--- src/rtl/cart_mapper.sv ---
// Cartridge bank-switching mapper between the 6502 address bus and the cartridge ROM.
// Supports none/F8/F6/F4/E0/3F schemes plus an optional 128-byte Superchip RAM.
module cart_mapper #(
  parameter int ROM_ADDR_BITS = 15,
  parameter bit SUPERCHIP     = 1
) (
  input  logic                     clk_i,
  input  logic                     rst_i,
  input  logic                     enable_i,
  input  logic [2:0]               mode_i,
  input  logic                     sc_en_i,
  input  logic [12:0]              adr_i,
  input  logic                     we_i,
  input  logic [7:0]               dat_i,
  output logic [ROM_ADDR_BITS-1:0] rom_adr_o,
  output logic                     ram_sel_o,
  output logic [7:0]               dat_o,
  output logic [7:0]               bank_o
);

  localparam int AW   = ROM_ADDR_BITS;
  localparam int BW3F = ROM_ADDR_BITS - 11;

  typedef enum logic [2:0] {
    M_NONE = 3'd0,
    M_F8   = 3'd1,
    M_F6   = 3'd2,
    M_F4   = 3'd3,
    M_E0   = 3'd4,
    M_3F   = 3'd5
  } mode_t;

  // Strobe semantics: enable_i qualifies adr_i/we_i/dat_i for exactly one
  // clk_i cycle; there is no backpressure, every strobed access is taken.

  logic [2:0]      r_mode;
  logic [2:0]      r_bank;
  logic [2:0]      r_slice0;
  logic [2:0]      r_slice1;
  logic [2:0]      r_slice2;
  logic [BW3F-1:0] r_bank3f;

  mode_t           w_mode;
  logic            w_hs_hit;
  logic [2:0]      w_hs_bank;
  logic [2:0]      w_e0_ld;
  logic            w_3f_ld;
  logic            w_mode_chg;
  logic [2:0]      w_slice;
  logic            w_sc_act;
  logic            w_sc_wr;
  logic            w_sc_rd;

  function automatic logic [2:0] init_bank(input mode_t m);
    case (m)
      M_F8:    init_bank = 3'd1;
      M_F6:    init_bank = 3'd3;
      M_F4:    init_bank = 3'd7;
      default: init_bank = 3'd0;
    endcase
  endfunction

  assign w_mode     = (mode_i > 3'd5) ? M_NONE : mode_t'(mode_i);
  assign w_mode_chg = (mode_i != r_mode);

  always_comb begin
    w_hs_hit  = 1'b0;
    w_hs_bank = 3'd0;
    w_e0_ld   = 3'b000;
    if (enable_i && adr_i[12]) begin
      case (w_mode)
        M_F8: begin
          w_hs_hit  = (adr_i[11:0] == 12'hFF8) || (adr_i[11:0] == 12'hFF9);
          w_hs_bank = 3'(adr_i[11:0] - 12'hFF8);
        end
        M_F6: begin
          w_hs_hit  = (adr_i[11:0] >= 12'hFF6) && (adr_i[11:0] <= 12'hFF9);
          w_hs_bank = 3'(adr_i[11:0] - 12'hFF6);
        end
        M_F4: begin
          w_hs_hit  = (adr_i[11:0] >= 12'hFF4) && (adr_i[11:0] <= 12'hFFB);
          w_hs_bank = 3'(adr_i[11:0] - 12'hFF4);
        end
        M_E0: begin
          w_e0_ld[0] = (adr_i[11:4] == 8'hFE) && !adr_i[3];
          w_e0_ld[1] = (adr_i[11:4] == 8'hFE) &&  adr_i[3];
          w_e0_ld[2] = (adr_i[11:3] == 9'h1FE);
        end
        default: ;
      endcase
    end
  end

  // 3F bank writes land in TIA space, so they are deliberately not gated by adr_i[12]=1.
  assign w_3f_ld = enable_i && we_i && !adr_i[12] && (adr_i[7:6] == 2'b00) && (w_mode == M_3F);

  always_ff @(posedge clk_i) begin
    r_mode <= mode_i;
    if (rst_i || w_mode_chg) begin
      r_bank   <= init_bank(w_mode);
      r_slice0 <= 3'd0;
      r_slice1 <= 3'd0;
      r_slice2 <= 3'd0;
      r_bank3f <= '0;
    end else begin
      if (w_hs_hit)   r_bank   <= w_hs_bank;
      if (w_e0_ld[0]) r_slice0 <= adr_i[2:0];
      if (w_e0_ld[1]) r_slice1 <= adr_i[2:0];
      if (w_e0_ld[2]) r_slice2 <= adr_i[2:0];
      if (w_3f_ld)    r_bank3f <= dat_i[BW3F-1:0];
    end
  end

  always_comb begin
    case (adr_i[11:10])
      2'd0:    w_slice = r_slice0;
      2'd1:    w_slice = r_slice1;
      2'd2:    w_slice = r_slice2;
      default: w_slice = 3'd7;
    endcase
  end

  always_comb begin
    rom_adr_o = AW'(adr_i[11:0]);
    bank_o    = 8'd0;
    case (w_mode)
      M_F8, M_F6, M_F4: begin
        rom_adr_o = AW'({r_bank, adr_i[11:0]});
        bank_o    = 8'(r_bank);
      end
      M_E0: begin
        rom_adr_o = AW'({w_slice, adr_i[9:0]});
        bank_o    = 8'(r_slice0);
      end
      M_3F: begin
        // The upper 2K window is pinned to the last 2K of the ROM.
        rom_adr_o = adr_i[11] ? {{BW3F{1'b1}}, adr_i[10:0]} : {r_bank3f, adr_i[10:0]};
        bank_o    = 8'(r_bank3f);
      end
      default: ;
    endcase
  end

  assign w_sc_act = SUPERCHIP && sc_en_i && (w_mode inside {M_F8, M_F6, M_F4});
  assign w_sc_wr  = w_sc_act && enable_i && we_i && adr_i[12] && (adr_i[11:7] == 5'b00000);
  assign w_sc_rd  = w_sc_act && adr_i[12] && (adr_i[11:7] == 5'b00001);

  generate
    if (SUPERCHIP) begin : g_sc
      logic [7:0] r_ram [128];
      logic [7:0] r_dat;

      // RAM contents deliberately survive reset.
      always_ff @(posedge clk_i) begin
        if (w_sc_wr) r_ram[adr_i[6:0]] <= dat_i;
      end

      always_ff @(posedge clk_i) begin
        if (rst_i)        r_dat <= 8'd0;
        else if (w_sc_rd) r_dat <= r_ram[adr_i[6:0]];
      end

      assign ram_sel_o = w_sc_rd;
      assign dat_o     = r_dat;
    end else begin : g_no_sc
      assign ram_sel_o = 1'b0;
      assign dat_o     = 8'd0;
    end
  endgenerate

endmodule

--- config.mk ---
export PLATFORM = sky130hd
export DESIGN_NAME = cart_mapper
export DESIGN_NICKNAME = d
export VERILOG_FILES = /design/src/rtl/cart_mapper.sv
export SDC_FILE = /design/constraint.sdc
export NUM_CORES = 1
export LEC_CHECK = 0
export CORE_MARGIN = 4
export CORE_UTILIZATION = 56
export DETAILED_ROUTE_END_ITERATION = 12
export GPL_TIMING_DRIVEN = 0
export PLACE_DENSITY = 0.75
export SLEW_MARGIN = 10
export SYNTH_ARGS = -nofsm -noshare
export SYNTH_HDL_FRONTEND = slang
export SYNTH_SLANG_ARGS = --single-unit
--- constraint.sdc ---
create_clock -name clk_i -period 2.6 [get_ports clk_i]
set_clock_uncertainty 0.05 [all_clocks]
set_input_delay 0.26 -clock clk_i [delete_from_list [all_inputs] [get_ports clk_i]]
set_output_delay 0.26 -clock clk_i [all_outputs]
set_load 0.02 [all_outputs]
==> flow_metrics.tcl <==
set metrics [dict create \
    die-width_um 280 \
    drc 0 \
    cts_root_buf "clkbuf_16" \
    synth_warnings 0 \
    pin_count 61 \
    rr_startpoint "g_sc.r_ram[61][5]" \
    worstSetupStartpoint "adr_i[1]" \
    fin_ws_ps -143 \
    vdd_drop_max_uv 546 \
    cp_max_fo 10 \
    synth.avg_cell_area_um2 20.0 \
    ys_seq_area_share_pct 75.6 \
    synth_edf_count 1027 \
    vias 24600 \
    hpwl_mm 80.0 \
    final_nets 2380 \
    r2r_setup_slack_ps -60 \
    setup_viol 209 \
    ys_seq_elements 1051 \
    max_freq_ghz 0.365 \
    violations "negative setup slack" \
    grt_pass1_wl_mm 179 \
    wl_per_cell_um 39.4 \
    cp.arrival_ps 3260 \
    portBuffers 52 \
    antenna_found_initial 3 \
    cp.required_ps 3110 \
    clk_latency_ps 670 \
    slew_headroom_pct 3.98 \
    synthFlopType "edfxtp_1" \
    layout.cells.non_filler 3389 \
    ys_types 66 \
    cts_num_sinks 1051 \
    r2r_cells 6 \
    maxSlewViolCount 0 \
    ys_top_cells_by_area "edfxtp_1 (74%), mux4_2 (12%), mux2i_1 (2.2%)" \
    final_util_pct 68.7 \
    nFillCells 4227 \
    p_per_area_nw_per_um2 703 \
    rsz0062_at_grt "true" \
    cp_top_family "buffers and inverters" \
    drt-total-wl_mm 133 \
    core_region_area_um2 73100 \
    vias_per_cell 7.27 \
    start_util_pct 56.7 \
    rows 99 \
    htreeDepth 3 \
    cts_tree "built" \
    cap_viol_max_count 0 \
    drtIter0Drc 4544 \
    crit_chain "clkdlybuf4s15_2 > buf_6 > buf_8 > buf_6 > buf_8 > mux4_2 > mux2i_1 > nor2_1 > o2111ai_2 > o21ai_0 > a22o_1" \
    antenna_cells 0 \
    netlist_area_um2 41400 \
    die_area_um2 78400 \
    firstDrtPassIters 12 \
    yosysTopAreaCellShare_pct 74.5 \
    grt_max_degree 90 \
    cp-endpoint "dat_o[3]" \
    gp_congestion 1.03 \
    syn_to_final_growth_pct 21.3 \
    cellLeakagePower_nw 16.1 \
    hold_viol_final 0 \
    min_period_ps 2740 \
    end_kind "flip-flop" \
    clockBufferDepth 3 \
    status "finished with violations" \
    critPathKind "in -> reg" \
    r2r-end "dat_o[5]" \
    cp.depth 11 \
    critPathMaxStageDelay_ps 370 \
    die_height_um 280 \
    cp-start-kind "input port" \
    hp-class "in -> reg" \
    overflow 0 \
    synth_top_cell_by_area "edfxtp_1" \
    crit_buf_inv 5 \
    dp_cells 3090 \
    cts_buffers 101 \
    fin_crit_sh_pct 106 \
    grt_use_total_pct 33.1 \
    async_flop_share_pct 0 \
    worst_path_max_delay_cell "mux4_2" \
    syn_inst 2068 \
    tightest_slew_ps 1440 \
    drive_gt1_share_pct 34.7 \
    grt_pass1_vias 23500 \
    ant_nets 0 \
    cts.clk_slew.worst_paths_ps 70 \
]
==> flip-flops by register name, summed over array words and instances, names as in the netlist <==
name	flops
dat_o	8
r_slice1	3
g_sc.r_ram	1024
r_slice2	3
r_slice0	3
r_bank3f	4
r_bank	3
r_mode	3
==> report_power, final <==
group	internal, mW	total (mW)	leakage [nW]	switching [mW]
sequential	18.6	18.6	9.43	0.00289
clock	8.02	14.4	1.58	6.36
combinational	0.755	2.37	5.11	1.61
total	27.4	35.3	16.1	7.98
==> final cells by class <==
type | instances | area, um2 | share of cell area [%]
plain buffers | 126 | 1220 | 2.43
clock buffers | 121 | 2710 | 5.39
clock inverters | 65 | 503 | 1.00
inverters | 8 | 38.8 | 0.0772
multi-input cells | 882 | 10700 | 21.3
flip-flops and latches | 1051 | 31300 | 62.3
well taps | 959 | 1200 | 2.39
repair buffers | 177 | 2540 | 5.07
==> per-layer routing <==
metal / vias to the layer above / wire (um) / global-route usage, %
met4: 2 / 10100 / 18.0
met1: 12400 / 42600 / 43.4
met3: 617 / 21800 / 12.5
met2: 2572 / 59000 / 48.8
met5: - / 11 / 0
li1: 9105 / - / -
==> synth_stat cells, types with 9 or more instances <==
library cell	instances
edfxtp_1	1027
mux4_2	227
nor2_1	169
mux2i_1	91
nand2_1	75
clkbuf_1	45
buf_2	34
buf_4	33
a21oi_1	26
o21ai_0	25
dfxtp_1	24
a22oi_1	23
nor2b_1	20
o22ai_1	18
nor3_1	17
a211oi_1	15
a22o_1	13
a31oi_1	13
mux2_2	13
nand4_1	12
nand3_1	11
o221ai_1	11
and2_1	9
==> layout by cell type, fill, tap and decap left out, types with 13 or more instances in the layout <==
cell             Yosys  routed
edfxtp_1          1027    1027
mux2_2              13      13
mux4_2             227     227
a22oi_1             23      22
clkdlybuf4s50_1      0      36
buf_6                8      27
buf_12               2      82
buf_4               33      87
clkbuf_16            0     109
clkinv_2             0      24
o21ai_0             25      21
a22o_1              13      13
a211oi_1            15      14
nor2_4               0     129
nand2_1             75      51
clkbuf_4             0      13
clkinv_1             1      21
nor2_1             169      39
a21oi_1             26      26
nand2_4              0      15
clkbuf_1            45      23
dfxtp_1             24      24
nor3_1              17      13
o22ai_1             18      15
mux2i_1             91      87
nor2b_1             20      17
==> cells by family after synthesis <==
kind of cell | after synthesis | share of synthesized area (%)
XOR/XNOR | 3 | 0.0635
flip-flops | 1051 | 75.6
AO/OA/AOI/OAI | 193 | 3.34
multiplexers | 337 | 15.3
other | 1 | 0.00906
AND/OR/NAND/NOR | 341 | 3.67
buffers and inverters | 138 | 1.88
adder cells (fa/ha/maj) | 4 | 0.121
==> stage by stage <==
step | TNS (ps) | setup slack (ps) | hold WS, ps | power (mW) | area, um2
2_1_floorplan | 0 | 21.3 | 238 | 19.9 | 41400
3_3_place_gp | -5024750 | -3150 | 405 | 21.0 | 43100
3_5_place_dp | -2873130 | -3160 | 411 | 21.0 | 43300
4_1_cts | -530 | -133 | 29.8 | 35.0 | 49000
5_1_grt | -1770 | -58.2 | 44.1 | 36.1 | 50200
6_report | -12990 | -143 | 46.5 | 35.3 | 50200
==> what timing repair did <==
item,CTS,global route
hold buffers,0,2
buffers inserted,65,50
endpoints found under the hold margin,0,2
pin swaps,45,51
endpoints found under the setup margin,1056,1034
resized for setup,483,66
==> worst min-delay path by stage <==
stage,startpoint,to,slack [ps],cells after the start
2_1_floorplan,mode_i[0],r_mode[0],240,0
3_3_place_gp,dat_o[2],dat_o[2],400,2
3_5_place_dp,dat_o[2],dat_o[2],410,2
4_1_cts,dat_i[0],g_sc.r_ram[94][0],30,1
5_1_grt,dat_i[0],g_sc.r_ram[95][0],40,1
6_report,dat_i[0],g_sc.r_ram[92][0],50,1
Power figures use the tool's default switching activity.
